## config.mk

```make
export PLATFORM = sky130hd
export DESIGN_NAME = fifo_rd_stream
export DESIGN_NICKNAME = d
export VERILOG_FILES = /design/src/rtl/fifo_stream_pkg.sv /design/src/rtl/fifo_rd_stream_skid_buf2.sv /design/src/rtl/fifo_rd_stream.sv
export SDC_FILE = /design/constraint.sdc
export NUM_CORES = 1
export LEC_CHECK = 0
export ABC_AREA = 0
export BUFFER_PORTS_ARGS = -buffer_cell sky130_fd_sc_hd__buf_2
export CORE_MARGIN = 2
export CORE_UTILIZATION = 40
export DETAILED_ROUTE_END_ITERATION = 10
export HOLD_SLACK_MARGIN = 0.1
export SYNTH_ARGS = -nofsm -noshare
export SYNTH_HDL_FRONTEND = slang
export SYNTH_SLANG_ARGS = --single-unit
```

## constraint.sdc

```tcl
create_clock -name clk -period 2.6 [get_ports clk]
set_clock_uncertainty 0.05 [all_clocks]
set_input_delay 0.52 -clock clk [delete_from_list [all_inputs] [get_ports clk]]
set_output_delay 0.52 -clock clk [all_outputs]
set_load 0.005 [all_outputs]
```

## src/rtl/fifo_stream_pkg.sv

```systemverilog
// Shared types and helpers for the FIFO read-side stream adapter.
package fifo_stream_pkg;

  localparam int unsigned BUF_DEPTH = 2;

  typedef logic [1:0] occ_t;
  typedef logic [2:0] credit_t;

  // Free buffer slots once the word in flight and this cycle's pop are accounted for.
  function automatic credit_t credit_calc(input occ_t occ, input logic inflight, input logic pop);
    int c;
    c = int'(BUF_DEPTH) - int'(occ) - int'(inflight) + int'(pop);
    return (c > 0) ? credit_t'(c) : '0;
  endfunction

endpackage

```

## src/rtl/fifo_rd_stream_skid_buf2.sv

```systemverilog
// Two-entry register buffer; entry 0 is always the head presented downstream.
module skid_buf2
  import fifo_stream_pkg::*;
#(
  parameter int unsigned DATA_WIDTH = 8
) (
  input  logic                  clk_i,
  input  logic                  rstn_i,
  input  logic                  push_i,
  input  logic [DATA_WIDTH-1:0] push_data_i,
  input  logic                  pop_i,
  input  logic                  flush_i,
  output logic [DATA_WIDTH-1:0] head_data_o,
  output logic                  head_valid_o,
  output occ_t                  occ_o,
  output logic                  ovf_o
);

  logic [DATA_WIDTH-1:0] ent0_q, ent0_d;
  logic [DATA_WIDTH-1:0] ent1_q, ent1_d;
  occ_t                  occ_q, occ_d;
  logic                  valid_q;
  logic                  do_pop;

  assign do_pop = pop_i && valid_q;

  always_comb begin
    ent0_d = ent0_q;
    ent1_d = ent1_q;
    occ_d  = occ_q;
    ovf_o  = 1'b0;
    if (flush_i) begin
      occ_d = '0;
    end else begin
      case ({push_i, do_pop})
        2'b11: begin
          if (occ_q == 2'd2) begin
            ent0_d = ent1_q;
            ent1_d = push_data_i;
          end else begin
            ent0_d = push_data_i;
          end
        end
        2'b01: begin
          if (occ_q == 2'd2) ent0_d = ent1_q;
          occ_d = occ_q - 2'd1;
        end
        2'b10: begin
          case (occ_q)
            2'd0: begin
              ent0_d = push_data_i;
              occ_d  = 2'd1;
            end
            2'd1: begin
              ent1_d = push_data_i;
              occ_d  = 2'd2;
            end
            default: ovf_o = 1'b1; // word dropped
          endcase
        end
        default: ;
      endcase
    end
  end

  always_ff @(posedge clk_i) begin
    if (!rstn_i) begin
      ent0_q  <= '0;
      ent1_q  <= '0;
      occ_q   <= '0;
      valid_q <= 1'b0;
    end else begin
      ent0_q  <= ent0_d;
      ent1_q  <= ent1_d;
      occ_q   <= occ_d;
      valid_q <= (occ_d != '0);
    end
  end

  assign head_data_o  = ent0_q;
  assign head_valid_o = valid_q;
  assign occ_o        = occ_q;

endmodule

```

## src/rtl/fifo_rd_stream.sv

```systemverilog
// Read-side adapter for myFIFO: credit-based rd_en, latency-matched capture,
// and a 2-entry buffer presenting a full-rate valid/ready stream.
module fifo_rd_stream
  import fifo_stream_pkg::*;
#(
  parameter int unsigned DATA_WIDTH = 8,
  parameter bit          FWFT_EN    = 1'b0,
  parameter int unsigned CNT_WIDTH  = 16
) (
  input  logic                  clk,
  input  logic                  rstn,
  input  logic                  fifo_empty,
  input  logic [DATA_WIDTH-1:0] fifo_dout,
  output logic                  fifo_rd_en,
  output logic [DATA_WIDTH-1:0] m_data,
  output logic                  m_valid,
  input  logic                  m_ready,
  input  logic                  flush,
  output logic [1:0]            occupancy,
  output logic [CNT_WIDTH-1:0]  beat_cnt,
  output logic                  err_ovf
);

  logic                 inflight_q, inflight_d;
  logic [CNT_WIDTH-1:0] beat_cnt_q, beat_cnt_d;
  logic                 err_ovf_q, err_ovf_d;
  logic                 pop, push, ovf;
  occ_t                 occ;

  assign pop        = m_valid && m_ready;
  assign fifo_rd_en = rstn && !flush && !fifo_empty && (credit_calc(occ, inflight_q, pop) != '0);

  // Standard FIFOs return data a cycle after rd_en; FWFT data is already on dout.
  assign inflight_d = FWFT_EN ? 1'b0 : fifo_rd_en;
  assign push       = FWFT_EN ? fifo_rd_en : inflight_q;

  always_comb begin
    beat_cnt_d = beat_cnt_q;
    err_ovf_d  = err_ovf_q || ovf;
    if (pop) beat_cnt_d = beat_cnt_q + {{(CNT_WIDTH-1){1'b0}}, 1'b1};
  end

  always_ff @(posedge clk) begin
    if (!rstn) begin
      inflight_q <= 1'b0;
      beat_cnt_q <= '0;
      err_ovf_q  <= 1'b0;
    end else begin
      inflight_q <= inflight_d;
      beat_cnt_q <= beat_cnt_d;
      err_ovf_q  <= err_ovf_d;
    end
  end

  skid_buf2 #(.DATA_WIDTH(DATA_WIDTH)) u_buf (
    .clk_i        (clk),
    .rstn_i       (rstn),
    .push_i       (push),
    .push_data_i  (fifo_dout),
    .pop_i        (pop),
    .flush_i      (flush),
    .head_data_o  (m_data),
    .head_valid_o (m_valid),
    .occ_o        (occ),
    .ovf_o        (ovf)
  );

  assign occupancy = occ;
  assign beat_cnt  = beat_cnt_q;
  assign err_ovf   = err_ovf_q;

endmodule
```

==> results by group, run 1 <==
Status
  – Status: completed

Final layout
  – Layout area overhead: 24.6%
  – Fillcell total: ~420
  – Final Cell Area: around 2200 um^2
  – Core Util, Final: 0.531
  – Final net count: between 200 and 300
  – Share of cells above drive strength 1: 0.286
  – Diode count: 0

Placement
  – Placed cell area: 2010 um^2
  – Hpwl dp: about 2.5 mm
  – Gp weighted congestion: between 0.7 and 0.8
  – Port buffer count: 41

Critical path
  – Reg2reg path depth: 7
  – Max stage delay on crit path: ~0.53 ns
  – CP required: between 2 and 2.5 ns
  – CP startpoint kind: flop
  – Critical path origin: u_buf.occ_o[0]
  – Crit path top cell by count: ha_4
  – R2R Path Start: u_buf.head_valid_o
  – R2R Setup Slk: roughly 0.7 ns
  – Crit-path max FO: 4
  – CP Cell Sequence: inv_4 > ha_4 > inv_2 > ha_4 > fa_2 > nor3_2 > nor4_1 > buf_2
  – Critical path type: flop to output port
  – Critical Path Sink Type: output port
  – Worst Path Arrival: around 2.0 ns
  – Slowest CP cell: fa_2
  – Reg-to-Reg End: u_buf.ent1_q[1]

Route
  – Post-detailed-route count of antenna-violating nets: 0
  – Iteration-0 DRC Markers: 83
  – DR top layer: met4
  – DR WL/cell: around 12 um
  – Met2 routed WL: ~1.5 mm
  – WL met3: approximately 170 um
  – DRT met1 WL: about 1.7 mm
  – Vias: 1440
  – DRC errors left: 0
  – Vias per cell: around 5.1
  – Drt pass-1 iters: 4
  – Routed WL: ~3.5 mm

Timing
  – Highest clock rate: ~0.39 GHz
  – Crit path time final: 2.58 ns
  – Final worst-path cycle share: 0.992
  – Final Hold Viols: 0
  – Endpoints failing setup: 0
  – Slew @ Worst Pin: between 0.5 and 0.6 ns
  – Final Max Slew Viols: 0
  – Rel. slew slack: 0.650
  – RSZ-0062 raised after global routing: true

Synth
  – Mapped Cells: between 150 and 200
  – Most frequent cell after synthesis: dfxtp_1
  – Syn Area/Cell: between 9 and 10 um^2
  – YS warnings: 0
  – Top cell type's share of synthesized area: 0.425
  – Top post-synthesis cells by count: dfxtp_1, nor2_1, ha_1
  – Ys flop type: dfxtp_1
  – Synthesized flop and latch total: 37
  – Cell variety after synth: 33
  – Post-synth EDFFs: 0
  – Mapped Nets: 213
  – Mapped cell area: 1740 um^2
  – Ranking of synthesized cells by area: dfxtp_1, ha_1, nor2_1, mux2i_1, xor2_1
  – Post-synth ARST share: 0
  – Post-synth top area cell: dfxtp_1
  – Sequential fraction of the synthesis area: 0.425

Min path
  – Min-Delay Path Depth: 2
  – Hold EP: inflight_q
  – Hold Crit Class: primary input to flop
  – Worst Hold Launch: fifo_empty

Global route
  – Largest net degree at the start of global routing: 19
  – Gr ovfl total: 0
  – Initial antenna violation count: 0
  – GRT Util Overall: 0.153
  – Number of global-route vias before repair: ~1300
  – First-pass GRT wire length: between 5 and 6 mm

Clock network
  – Clk buf depth: 2
  – CTS tree: yes
  – Worst skew pair latency: 0.29 ns
  – CTS Hold Bufs: 0
  – CTS clk-pin slew, worst paths: approximately 0.070 ns
  – CTS H-tree lvls: 2
  – Root Buffer: clkbuf_8
  – # clock sinks: 37
  – Total CTS buffers: 5
  – Setup bufs post-CTS: 0

Floorplan
  – CORE AREA: ~4000 um^2
  – Die Y: between 60 and 70 um
  – Site Rows: 23
  – Initial Utilization: 0.426
  – Die span in x: ~70 um
  – I/O Pins: 42
  – Die ar.: 4900 um^2

Power
  – Net switching power: about 0.00028 W
  – PwrDens: about 550 nW/um^2
  – Peak supply drop: around 0.00035 V
  – Comb power frac: 0.112
  – LEAKAGE: 0.921 nW
  – Cell internal pwr: approximately 0.00092 W
  – Reg power frac: 0.490
  – Clock power share: 0.398
  – Sw Share: 0.233

Run
  – Maxcap violations: 0
## worst max-delay path: cells and delay by family, from the launching register on
family	cells	cell delay, ns
adder cells (fa/ha/maj)	3	0.94
buffers and inverters	3	0.25
flip-flops	1	0.35
AND/OR/NAND/NOR	2	0.19
## final cells by class
| class | count | area, um^2 | area share |
|---|---|---|---|
| flip-flops and latches | 37 | 743 | 0.342 |
| repair buffers | 46 | 243 | 0.112 |
| inverters | 10 | 40.0 | 0.0184 |
| multi-input cells | 134 | 978 | 0.451 |
| clock buffers | 5 | 68.8 | 0.0317 |
| well taps | 50 | 62.6 | 0.0288 |
| clock inverters | 2 | 35.0 | 0.0161 |
## kinds of logic (layout without fill, tap and decap cells)
family	after synthesis	in the layout	share of synthesized area
adder cells (fa/ha/maj)	12	12	0.0905
flip-flops	37	37	0.425
multiplexers	11	11	0.0639
AO/OA/AOI/OAI	31	31	0.120
XOR/XNOR	12	12	0.0603
buffers and inverters	17	63	0.0431
AND/OR/NAND/NOR	68	68	0.197
## per-stage QoR
step	setup TNS (ns)	worst slack (ns)	hold WS (ns)	power, W	instances
5_1_grt	-0.0626	-0.0626	0.372	0.00126	284
3_5_place_dp	0	0.125	0.416	0.000725	277
6_report	0	0.0208	0.355	0.00120	284
3_3_place_gp	0	0.156	0.409	0.000724	277
2_1_floorplan	0	0.268	0.409	0.000679	188
4_1_cts	0	0.00188	0.348	0.00121	284
## layer usage
metal  vias to the layer above  GRT usage
li1                        748          -
met3                         8     0.0433
met1                       655      0.197
met5                         -          0
met4                         0     0.0705
met2                        29      0.237
## cell usage in the layout, fill, tap and decap left out, types with 2 or more instances in the layout
| cell type | n |
|---|---|
| clkbuf_8 | 5 |
| mux2i_1 | 10 |
| nand2_1 | 10 |
| a22oi_1 | 8 |
| o221ai_1 | 2 |
| or3_1 | 3 |
| dfxtp_1 | 35 |
| buf_2 | 41 |
| ha_1 | 8 |
| nor2_1 | 33 |
| ha_4 | 3 |
| and4_1 | 3 |
| nand3_1 | 4 |
| a21oi_1 | 6 |
| xor2_1 | 10 |
| buf_4 | 5 |
| dfxtp_2 | 2 |
| nor4_1 | 2 |
| inv_1 | 8 |
| nand2b_1 | 2 |
| nand4_1 | 4 |
| a211oi_1 | 8 |
| o21ai_0 | 5 |
## flip-flops by register name, summed over array words and instances, names as in the netlist
name	cells
beat_cnt	16
u_buf.ent1_q	8
u_buf.head_data_o	8
u_buf.occ_o	2
err_ovf	1
inflight_q	1
u_buf.head_valid_o	1
## how the worst max path moves through the flow
stage	end	slack, ns	cells past startpoint
after detailed placement	fifo_rd_en	0.13	9
after global routing	fifo_rd_en	-0.06	8
final	fifo_rd_en	0.02	8
after floorplan	fifo_rd_en	0.27	8
after CTS	fifo_rd_en	0.002	9
after global placement	fifo_rd_en	0.16	9
## power by group through the flow
stage / registers (W) / clock network [W] / logic, W
after CTS: 0.000589 / 0.000491 / 0.000133
after floorplan: 0.000602 / 0 / 0.0000770
final: 0.000589 / 0.000478 / 0.000134
after detailed placement: 0.000602 / 0 / 0.000123
after global placement: 0.000601 / 0 / 0.000123
after global routing: 0.000591 / 0.000521 / 0.000151
## repair_timing
action	4_1_cts	5_1_grt
resized for setup	11	1
pin swaps	1	1
endpoints found under the setup margin	1	1
(Power assumes the default switching activity.)
==> run 2: changes to the inputs <==
--- a/config.mk
+++ b/config.mk
@@ -7,7 +7,6 @@
 export LEC_CHECK = 0
 export ABC_AREA = 0
 export BUFFER_PORTS_ARGS = -buffer_cell sky130_fd_sc_hd__buf_2
-export CORE_MARGIN = 2
 export CORE_UTILIZATION = 40
 export DETAILED_ROUTE_END_ITERATION = 10
 export HOLD_SLACK_MARGIN = 0.1
==> run 2 against run 1 <==
Effect of this change: worst setup slack better by 0.012 ns; wire length increased by 3.5%; fmax up 0.46%; critical path depth grew 1; sequential power barely moved; largest power group unchanged; non-clock buffer count is 1 higher; sequential cell count unchanged.
==> results by group, run 2 (synthesized netlist as in run 1, its figures left out) <==
Status
  – Status: completed (unchanged)

Critical path
  – CP required: 2.03 ns (about the same)
  – CP Cell Sequence: inv_4 > ha_4 > inv_2 > ha_4 > fa_2 > xnor2_2 > nor3_2 > nor4_1 > buf_2 (was inv_4 > ha_4 > inv_2 > ha_4 > fa_2 > nor3_2 > nor4_1 > buf_2)
  – Slowest CP cell: fa_2 (unchanged)
  – Crit-path max FO: 4 (unchanged)
  – Max stage delay on crit path: 0.36 ns (was 0.53 ns)
  – CP startpoint kind: flop (unchanged)
  – Critical Path Sink Type: output port (unchanged)
  – Crit path top cell by count: ha_4 (unchanged)
  – Worst Path Arrival: 2.00 ns (was 2.01 ns)
  – Critical path type: flop to output port (unchanged)

Placement
  – Placed cell area: 2010 um^2 (unchanged)
  – Hpwl dp: 2.55 mm (was 2.52 mm)
  – Port buffer count: 41 (unchanged)
  – Gp weighted congestion: 0.756 (was 0.738)

Power
  – Cell internal pwr: 0.000923 W (was 0.000922 W)
  – Reg power frac: 0.490 (about the same)
  – Sw Share: 0.233 (about the same)
  – Net switching power: 0.000280 W (about the same)
  – Clock power share: 0.396 (was 0.398)
  – PwrDens: 552 nW/um^2 (was 554 nW/um^2)
  – LEAKAGE: 0.926 nW (was 0.921 nW)
  – Peak supply drop: 0.000342 V (was 0.000352 V)
  – Comb power frac: 0.114 (was 0.112)

Min path
  – Hold Crit Class: primary input to flop (unchanged)

Route
  – Post-detailed-route count of antenna-violating nets: 0 (unchanged)
  – DR WL/cell: 12.6 um (was 12.2 um)
  – Iteration-0 DRC Markers: 106 (was 83)
  – DRC errors left: 0 (unchanged)
  – Vias per cell: 5.10 (was 5.07)
  – Routed WL: 3.60 mm (was 3.48 mm)
  – Vias: 1453 (was 1440)
  – Drt pass-1 iters: 4 (unchanged)

Clock network
  – CTS H-tree lvls: 2 (unchanged)
  – Worst skew pair latency: 0.28 ns (was 0.29 ns)
  – Total CTS buffers: 5 (unchanged)
  – Root Buffer: clkbuf_8 (unchanged)
  – # clock sinks: 37 (unchanged)
  – CTS tree: yes (unchanged)
  – CTS clk-pin slew, worst paths: 0.07 ns (about the same)
  – CTS Hold Bufs: 0 (unchanged)
  – Clk buf depth: 2 (unchanged)

Final layout
  – Final net count: 260 (was 259)
  – Most common cell after layout, fill and taps aside: buf_2 (unchanged)
  – Most frequent cells in the layout: buf_2, dfxtp_1, nor2_1 (unchanged)
  – Layout area overhead: 25.1% (was 24.6%)
  – Share of cells above drive strength 1: 0.289 (was 0.286)
  – Final Cell Area: 2180 um^2 (was 2170 um^2)
  – Number of flip-flops in the largest register: 16 (unchanged)
  – Diode count: 0 (unchanged)

Floorplan
  – I/O Pins: 42 (unchanged)
  – Die Y: 68.0 um (was 70.0 um)
  – Site Rows: 23 (unchanged)
  – CORE AREA: 4090 um^2 (unchanged)
  – Die ar.: 4620 um^2 (was 4900 um^2)
  – Die span in x: 68.0 um (was 70.0 um)
  – Initial Utilization: 0.426 (unchanged)

Timing
  – Highest clock rate: 0.389 GHz (was 0.388 GHz)
  – Final worst-path cycle share: 0.987 (was 0.992)
  – RSZ-0062 raised after global routing: true (unchanged)
  – Setup TNS: 0 ns (unchanged)
  – Rel. slew slack: 0.635 (was 0.650)
  – Crit path time final: 2.57 ns (was 2.58 ns)
  – Final Hold Viols: 0 (unchanged)
  – Slew @ Worst Pin: 0.545 ns (was 0.523 ns)
  – Final Max Slew Viols: 0 (unchanged)
  – Endpoints failing setup: 0 (unchanged)

Global route
  – GRT Util Overall: 0.177 (was 0.153)
  – Gr ovfl total: 0 (unchanged)
  – First-pass GRT wire length: 6.04 mm (was 5.99 mm)
  – Largest net degree at the start of global routing: 19 (unchanged)
  – Initial antenna violation count: 0 (unchanged)
  – Number of global-route vias before repair: 1364 (was 1315)

Run
  – Maxcap violations: 0 (unchanged)
run 2: cell types whose count changed in the layout (fill, tap and decap cells not counted):
cell	previous run	this run
buf_4	5	6
run 2: what timing repair did:
item	in CTS	in global routing
pin swaps	2	2
setup buffers	0	1
setup endpoints to repair	1	1
resized for setup	7	5
run 2: power by group through the flow:
stage	clock (W)	combinational, W	sequential [W]
floorplan	0	0.0000770	0.000602
global placement	0	0.000124	0.000601
detailed placement	0	0.000123	0.000602
CTS	0.000488	0.000130	0.000589
global route	0.000519	0.000157	0.000592
finish	0.000476	0.000137	0.000590
run 2: path summary, 6_finish.rpt:
path / from / depth (start not counted) / to / slack, ns
min reg2reg: beat_cnt[15] / 2 / beat_cnt[15] / 0.42
max: u_buf.occ_o[0] / 9 / fifo_rd_en / 0.03
max reg2reg: u_buf.head_valid_o / 7 / u_buf.ent1_q[0] / 0.61
min: fifo_empty / 2 / inflight_q / 0.36
run 2: stage by stage:
stage | total power, W | hold WS, ns | worst slack (ns) | utilization | cells
after floorplan | 0.000679 | 0.409 | 0.268 | - | 188
after global placement | 0.000725 | 0.407 | 0.159 | 0.492 | 277
after detailed placement | 0.000725 | 0.412 | 0.123 | 0.492 | 277
after CTS | 0.00121 | 0.353 | -0.0290 | 0.525 | 284
after global routing | 0.00127 | 0.373 | -0.0918 | 0.533 | 285
final | 0.00120 | 0.360 | 0.0326 | 0.533 | 285
run 2: per-layer routing:
| layer | share of wire | track usage | routed length (um) |
|---|---|---|---|
| met5 | 0 | 0 | 0 |
| met4 | 0.013 | 0.0781 | 47 |
| met3 | 0.043 | 0.0417 | 154 |
| met2 | 0.47 | 0.284 | 1700 |
| met1 | 0.47 | 0.223 | 1690 |
run 2: final cells by class:
type | instances | area (um^2)
multi-input combinational | 134 | 978
tap | 50 | 62.6
clock buffer | 5 | 68.8
fill | 406 | 1910
clock inverter | 2 | 35.0
sequential | 37 | 743
inverter | 10 | 40.0
timing repair buffer | 47 | 250
run 2: critical path: cells and delay by family, from the launching register on:
kind	cells	cell delay (ns)
and+or+nand+nor	2	0.21
xor gates and xnor gates	1	0.15
adders and majority gates	3	0.76
buffers and inverters	3	0.25
DFF	1	0.35
